**src/rtl/pc_fetch_sequencer_pkg.sv**
```systemverilog
// Shared definitions for the PC fetch sequencer: state encodings and default parameters.
package pc_fetch_sequencer_pkg;

    typedef enum logic [1:0] {
        ST_IDLE   = 2'b00,
        ST_REQ    = 2'b01,
        ST_HALTED = 2'b11
    } state_t;

    localparam int unsigned PC_WIDTH             = 16;
    localparam logic [15:0] DEFAULT_RESET_VECTOR = 16'h0000;
    localparam int unsigned DEFAULT_WAIT_LIMIT   = 15;

endpackage

```
**src/rtl/pc_fetch_sequencer_incr.sv**
```systemverilog
// Combinational PC+1 built as a ripple chain of half-adders; carry_out flags wrap-around.
module pc_incr
    import pc_fetch_sequencer_pkg::*;
#(
    parameter int unsigned WIDTH = PC_WIDTH
) (
    input  logic [WIDTH-1:0] pc_in,
    output logic [WIDTH-1:0] pc_out,
    output logic             carry_out
);

    logic [WIDTH:0] carry;

    assign carry[0] = 1'b1;

    for (genvar i = 0; i < WIDTH; i++) begin : g_ha
        assign pc_out[i]    = pc_in[i] ^ carry[i];
        assign carry[i+1]   = pc_in[i] & carry[i];
    end

    assign carry_out = carry[WIDTH];

endmodule

```
**src/rtl/pc_fetch_sequencer.sv**
```systemverilog
// Program counter and instruction-fetch sequencer over a REQ/ACK memory handshake.
//   state     | meaning
//   ST_IDLE   | no request outstanding; waits for EN=1 and STALL=0
//   ST_REQ    | MEM_REQ high at PC until MEM_ACK, timeout or HALT
//   ST_HALTED | stopped; leaves only on REDIRECT
module pc_fetch_sequencer
    import pc_fetch_sequencer_pkg::*;
#(
    parameter int unsigned      WIDTH        = PC_WIDTH,
    parameter logic [WIDTH-1:0] RESET_VECTOR = DEFAULT_RESET_VECTOR,
    parameter int unsigned      WAIT_LIMIT   = DEFAULT_WAIT_LIMIT
) (
    input  logic             CLK,
    input  logic             RST,
    input  logic             EN,
    input  logic             STALL,
    input  logic             REDIRECT,
    input  logic [WIDTH-1:0] TARGET,
    input  logic             HALT,
    output logic             MEM_REQ,
    output logic [WIDTH-1:0] MEM_ADDR,
    input  logic             MEM_ACK,
    output logic             INSTR_VALID,
    output logic [WIDTH-1:0] INSTR_ADDR,
    output logic [WIDTH-1:0] PC,
    output logic             WRAP,
    output logic             TIMEOUT,
    output logic [1:0]       STATE
);

    localparam logic [7:0] WAIT_LAST = 8'(WAIT_LIMIT - 1);

    state_t           state_q, state_d;
    logic [WIDTH-1:0] pc_q, pc_d;
    logic             pend_q, pend_d;
    logic [WIDTH-1:0] pend_tgt_q, pend_tgt_d;
    logic [7:0]       wait_q, wait_d;
    logic             valid_q, valid_d;
    logic [WIDTH-1:0] iaddr_q, iaddr_d;
    logic             wrap_q, wrap_d;
    logic             timeout_q, timeout_d;

    logic [WIDTH-1:0] pc_inc;
    logic             pc_carry;

    pc_incr #(.WIDTH(WIDTH)) u_incr (
        .pc_in     (pc_q),
        .pc_out    (pc_inc),
        .carry_out (pc_carry)
    );

    always_ff @(posedge CLK or posedge RST) begin
        if (RST) begin
            state_q    <= ST_IDLE;
            pc_q       <= RESET_VECTOR;
            pend_q     <= 1'b0;
            pend_tgt_q <= '0;
            wait_q     <= '0;
            valid_q    <= 1'b0;
            iaddr_q    <= '0;
            wrap_q     <= 1'b0;
            timeout_q  <= 1'b0;
        end else begin
            state_q    <= state_d;
            pc_q       <= pc_d;
            pend_q     <= pend_d;
            pend_tgt_q <= pend_tgt_d;
            wait_q     <= wait_d;
            valid_q    <= valid_d;
            iaddr_q    <= iaddr_d;
            wrap_q     <= wrap_d;
            timeout_q  <= timeout_d;
        end
    end

    always_comb begin
        state_d    = state_q;
        pc_d       = pc_q;
        pend_d     = pend_q;
        pend_tgt_d = pend_tgt_q;
        wait_d     = wait_q;
        valid_d    = 1'b0;
        iaddr_d    = iaddr_q;
        wrap_d     = wrap_q;
        timeout_d  = timeout_q;

        if (HALT) begin
            state_d = ST_HALTED;
            pend_d  = 1'b0;
        end else begin
            case (state_q)
                ST_IDLE: begin
                    if (REDIRECT) pc_d = TARGET;
                    if (EN && !STALL) state_d = ST_REQ;
                end
                ST_REQ: begin
                    if (!MEM_ACK) begin
                        wait_d = wait_q + 8'd1;
                        if (wait_q == WAIT_LAST) begin
                            timeout_d = 1'b1;
                            state_d   = ST_HALTED;
                            pend_d    = 1'b0;
                        end else if (REDIRECT) begin
                            pend_d     = 1'b1;
                            pend_tgt_d = TARGET;
                        end
                    end else begin
                        wait_d = '0;
                        // A redirect seen during this fetch means the returned word is stale.
                        if (REDIRECT || pend_q) begin
                            pc_d   = REDIRECT ? TARGET : pend_tgt_q;
                            pend_d = 1'b0;
                        end else begin
                            valid_d = 1'b1;
                            iaddr_d = pc_q;
                            pc_d    = pc_inc;
                            wrap_d  = wrap_q | pc_carry;
                        end
                        state_d = (EN && !STALL) ? ST_REQ : ST_IDLE;
                    end
                end
                ST_HALTED: begin
                    if (REDIRECT) begin
                        pc_d    = TARGET;
                        state_d = ST_IDLE;
                        wait_d  = '0;
                    end
                end
                default: state_d = ST_IDLE;
            endcase
        end
    end

    assign MEM_REQ     = (state_q == ST_REQ);
    assign MEM_ADDR    = pc_q;
    assign PC          = pc_q;
    assign INSTR_VALID = valid_q;
    assign INSTR_ADDR  = iaddr_q;
    assign WRAP        = wrap_q;
    assign TIMEOUT     = timeout_q;
    assign STATE       = state_q;

endmodule
```
**config.mk**
```make
export PLATFORM = sky130hd
export DESIGN_NAME = pc_fetch_sequencer
export DESIGN_NICKNAME = d
export VERILOG_FILES = /design/src/rtl/pc_fetch_sequencer_pkg.sv /design/src/rtl/pc_fetch_sequencer_incr.sv /design/src/rtl/pc_fetch_sequencer.sv
export SDC_FILE = /design/constraint.sdc
export NUM_CORES = 1
export LEC_CHECK = 0
export BUFFER_PORTS_ARGS = -buffer_cell sky130_fd_sc_hd__buf_2
export CORE_MARGIN = 1.5
export CORE_UTILIZATION = 30
export CTS_CLUSTER_SIZE = 20
export DETAILED_ROUTE_END_ITERATION = 16
export PLACE_DENSITY_LB_ADDON = 0.05
export SYNTH_ARGS = -nofsm -noshare
export SYNTH_HDL_FRONTEND = slang
export SYNTH_HIERARCHICAL = 1
export SYNTH_SLANG_ARGS = --single-unit
```
**constraint.sdc**
```tcl
create_clock -name CLK -period 3.61 [get_ports CLK]
set_input_delay 0.361 -clock CLK [delete_from_list [all_inputs] [get_ports CLK]]
set_output_delay 0.361 -clock CLK [all_outputs]
set_load 0.05 [all_outputs]
```
==> results.toml <==
[run_status]
status = "finished clean"

[clock_network]
clkTransAtPathRegs_ps = 80
cts_setup_buffers = 0
cts_buffers = 9
clk_latency_ps = 340
clock_path_buffers = 2
numClockSinks = 62
cts_tree = "built"
cts_hold_buf = 0
h-tree-depth = 3
cts_root_buf = "clkbuf_8"

[detailed_routing]
antenna_left = 0
drc = 0
drt_iter0_drc = 105
wirelength_um = 7370
routedWlPerCell_um = 14.6
vias = 2317
vias_per_cell = 4.59
firstDrtPassIters = 4

[worst_setup_path]
crit_chain = "ha_4, ha_4, ha_4, ha_4, ha_2, ha_2, ha_4, ha_4, ha_2, ha_1, ha_2, ha_4, ha_4, ha_4, ha_4, mux2i_1, nand2_1, o21ai_1, o21ai_1"
r2r-end = "MEM_ADDR[15]"
max_stage_delay_ps = 430
crit_path_end_kind = "flip-flop"
crit_type = "reg2reg"
critPathLaunch = "MEM_ADDR[0]"
crit_arrival_ps = 3590
startpoint_type = "flip-flop"
setup.worst_path.end = "MEM_ADDR[15]"
cpMaxStageDelayCell = "dfrtp_2"
cpMostUsedCell = "ha_4"
required_ps = 3780
cp_max_fo = 2
timing.rr.start = "MEM_ADDR[0]"
r2r_slack_ps = 200
r2r.worst_path.cells = 19

[die]
fp.dieW_um = 108
rows = 38
initial_core_util_pct = 30.7
ios = 77
dieArea_um2 = 11700
die_h_um = 108
fp.coreArea_um2 = 10800

[cells_and_area]
final_cells = 505
n_antenna_cell = 0
area_growth_pct = 22.0
post-route-util_pct = 37.4
drive_above_1_share_pct = 39.5
stdcell_area_um2 = 4040
final_nets = 403

[synth]
yosys_warnings = 6
yosys_register_bits = 62
synth_largest_area_cell = "dfrtp_1"
avgSynthCellArea_um2 = 11.1
synth_edf_count = 0
synth_area_um2 = 3310
synth_ff_type = "dfrtp_1"
synth.yosys.seq_area_share_pct = 46.9
synth_cell_types = 40
synthCells = 298
synth_nets = 341
yosysTopAreaCellShare_pct = 46.9
yosys-top-cells-area = "dfrtp_1, ha_1, o21ai_0"
async_flop_share_pct = 100

[timing]
maxSlewViolCount = 0
setup_viol_count_final = 0
final.setup_skew_ps = 11.6
worst_pin_slew_ps = 1060
hold_viol = 0
rsz0062_at_grt = "no"
max_freq_ghz = 0.293
relSlewSlack_pct = 29.1
fin_crit_ps = 3410
timing.final.crit_share_pct = 94.6

[place]
place_area_um2 = 3720
numPortBuffers = 76
dpl.cell_count = 489
gp_congestion = 0.732
dp_hpwl_um = 4970

[grt]
grt_max_degree = 42
grt_antenna_before_repair = 0
grtUsageTotal_pct = 14.2
overflow = 0
grt_pass1_vias = 2329
grt_pass1_wl_um = 12500

[min_path]
hold_class = "in2async"

[pwr]
pwr-share-clk_pct = 15.6
power_density_nw_per_um2 = 975
max-vdd-ir-drop_v = 0.000424
p_leak_uw = 0.00188
switchingPower_uw = 2000
pwr-share-seq_pct = 31.4
p_int_uw = 1940
pwr-share-comb_pct = 53.0
swShare_pct = 50.8

[job]
drv_cap = 0
## logic make-up (layout without fill, tap and decap cells)
kind of cell | Yosys count | in the layout | share of synthesized area [%]
compound gates | 51 | 51 | 8.36
fa+ha+maj | 20 | 20 | 7.56
mux | 50 | 50 | 17.2
xor+xnor | 3 | 3 | 0.794
flops | 62 | 62 | 46.9
simple gates | 74 | 74 | 11.9
buf+inv | 38 | 105 | 7.22
## power groups by stage
stage                     sequential [µW]  combinational [µW]  clock, µW
final                                1240                2090        614
after global routing                 1290                2290        666
after CTS                            1220                2090        645
after detailed placement             1230                2080          0
after global placement               1220                2090          0
after floorplan                      1770                1170          0
## worst min-delay path by stage
stage             startpoint       endpoint  slack, ps  cells past startpoint
6_report                 RST  INSTR_ADDR[3]        230                      2
5_1_grt            TARGET[9]  pend_tgt_q[9]        250                      2
4_1_cts            TARGET[4]  pend_tgt_q[4]        240                      2
3_5_place_dp            WRAP           WRAP        460                      1
3_3_place_gp         TIMEOUT        TIMEOUT        460                      1
2_1_floorplan  pend_tgt_q[0]  pend_tgt_q[0]        460                      1
## synth_stat cells (all sizes together) (3+ instances only)
master / instances
a21oi: 6
buf: 25
clkbuf: 8
dfrtp: 62
ha: 20
inv: 5
mux2: 32
mux2i: 18
nand2: 39
nor2: 8
nor2b: 3
nor3: 7
o21ai: 38
xnor2: 3
## cell usage in the layout (no fill, tap or decap), types with 7 or more instances in the layout
cell | netlist | layout
ha_4 | 0 | 10
mux2_4 | 8 | 8
nor2_1 | 7 | 7
o21ai_0 | 37 | 35
buf_4 | 17 | 8
mux2_1 | 9 | 9
clkbuf_8 | 0 | 10
mux2_2 | 15 | 15
buf_2 | 5 | 76
dfrtp_1 | 62 | 60
nor3_1 | 7 | 7
mux2i_1 | 18 | 18
nand2_1 | 39 | 39
## through the flow
step | worst slack [ps] | TNS [ps] | power (µW) | hold slack [ps]
finish | 196 | 0 | 3940 | 232
global route | 2.30 | 0 | 4250 | 251
CTS | 1.73 | 0 | 3950 | 237
detailed placement | -42.9 | -42.9 | 3310 | 460
global placement | -12.0 | -12.0 | 3310 | 457
floorplan | 4.20 | 0 | 2940 | 458
## sequential cells by signal (all words and copies together) (netlist names), 2 cells and up
name / cells
pend_tgt_q: 16
INSTR_ADDR: 16
MEM_ADDR: 16
STATE: 2
wait_q: 8
## area by class of cell
class	count	area, µm²
fill	1081	6760
multi-input combinational	198	1660
sequential	62	1550
timing repair buffer	84	440
tap	140	175
clock buffer	12	145
clock inverter	4	47.5
inverter	5	18.8
## layer usage
layer | GRT usage [%] | wire (µm) | up-vias
met5 | 0 | 0 | -
met1 | 18.0 | 3250 | 1105
met4 | 5.08 | 110 | 0
met3 | 3.50 | 316 | 8
li1 | - | - | 1144
met2 | 23.4 | 3690 | 60
## timing repair
item                       4_1_cts  5_1_grt
pin swaps                        1        4
gates resized for setup          4       14
gates cloned                     0        0
setup endpoints to repair        1        2
## critical path: cells and delay by family (launching register included)
kind            cells  cell delay [ps]
flops               1              430
simple gates        1               70
compound gates      2              150
mux                 1              120
fa+ha+maj          15             2460
Power figures use the tool's default switching activity.
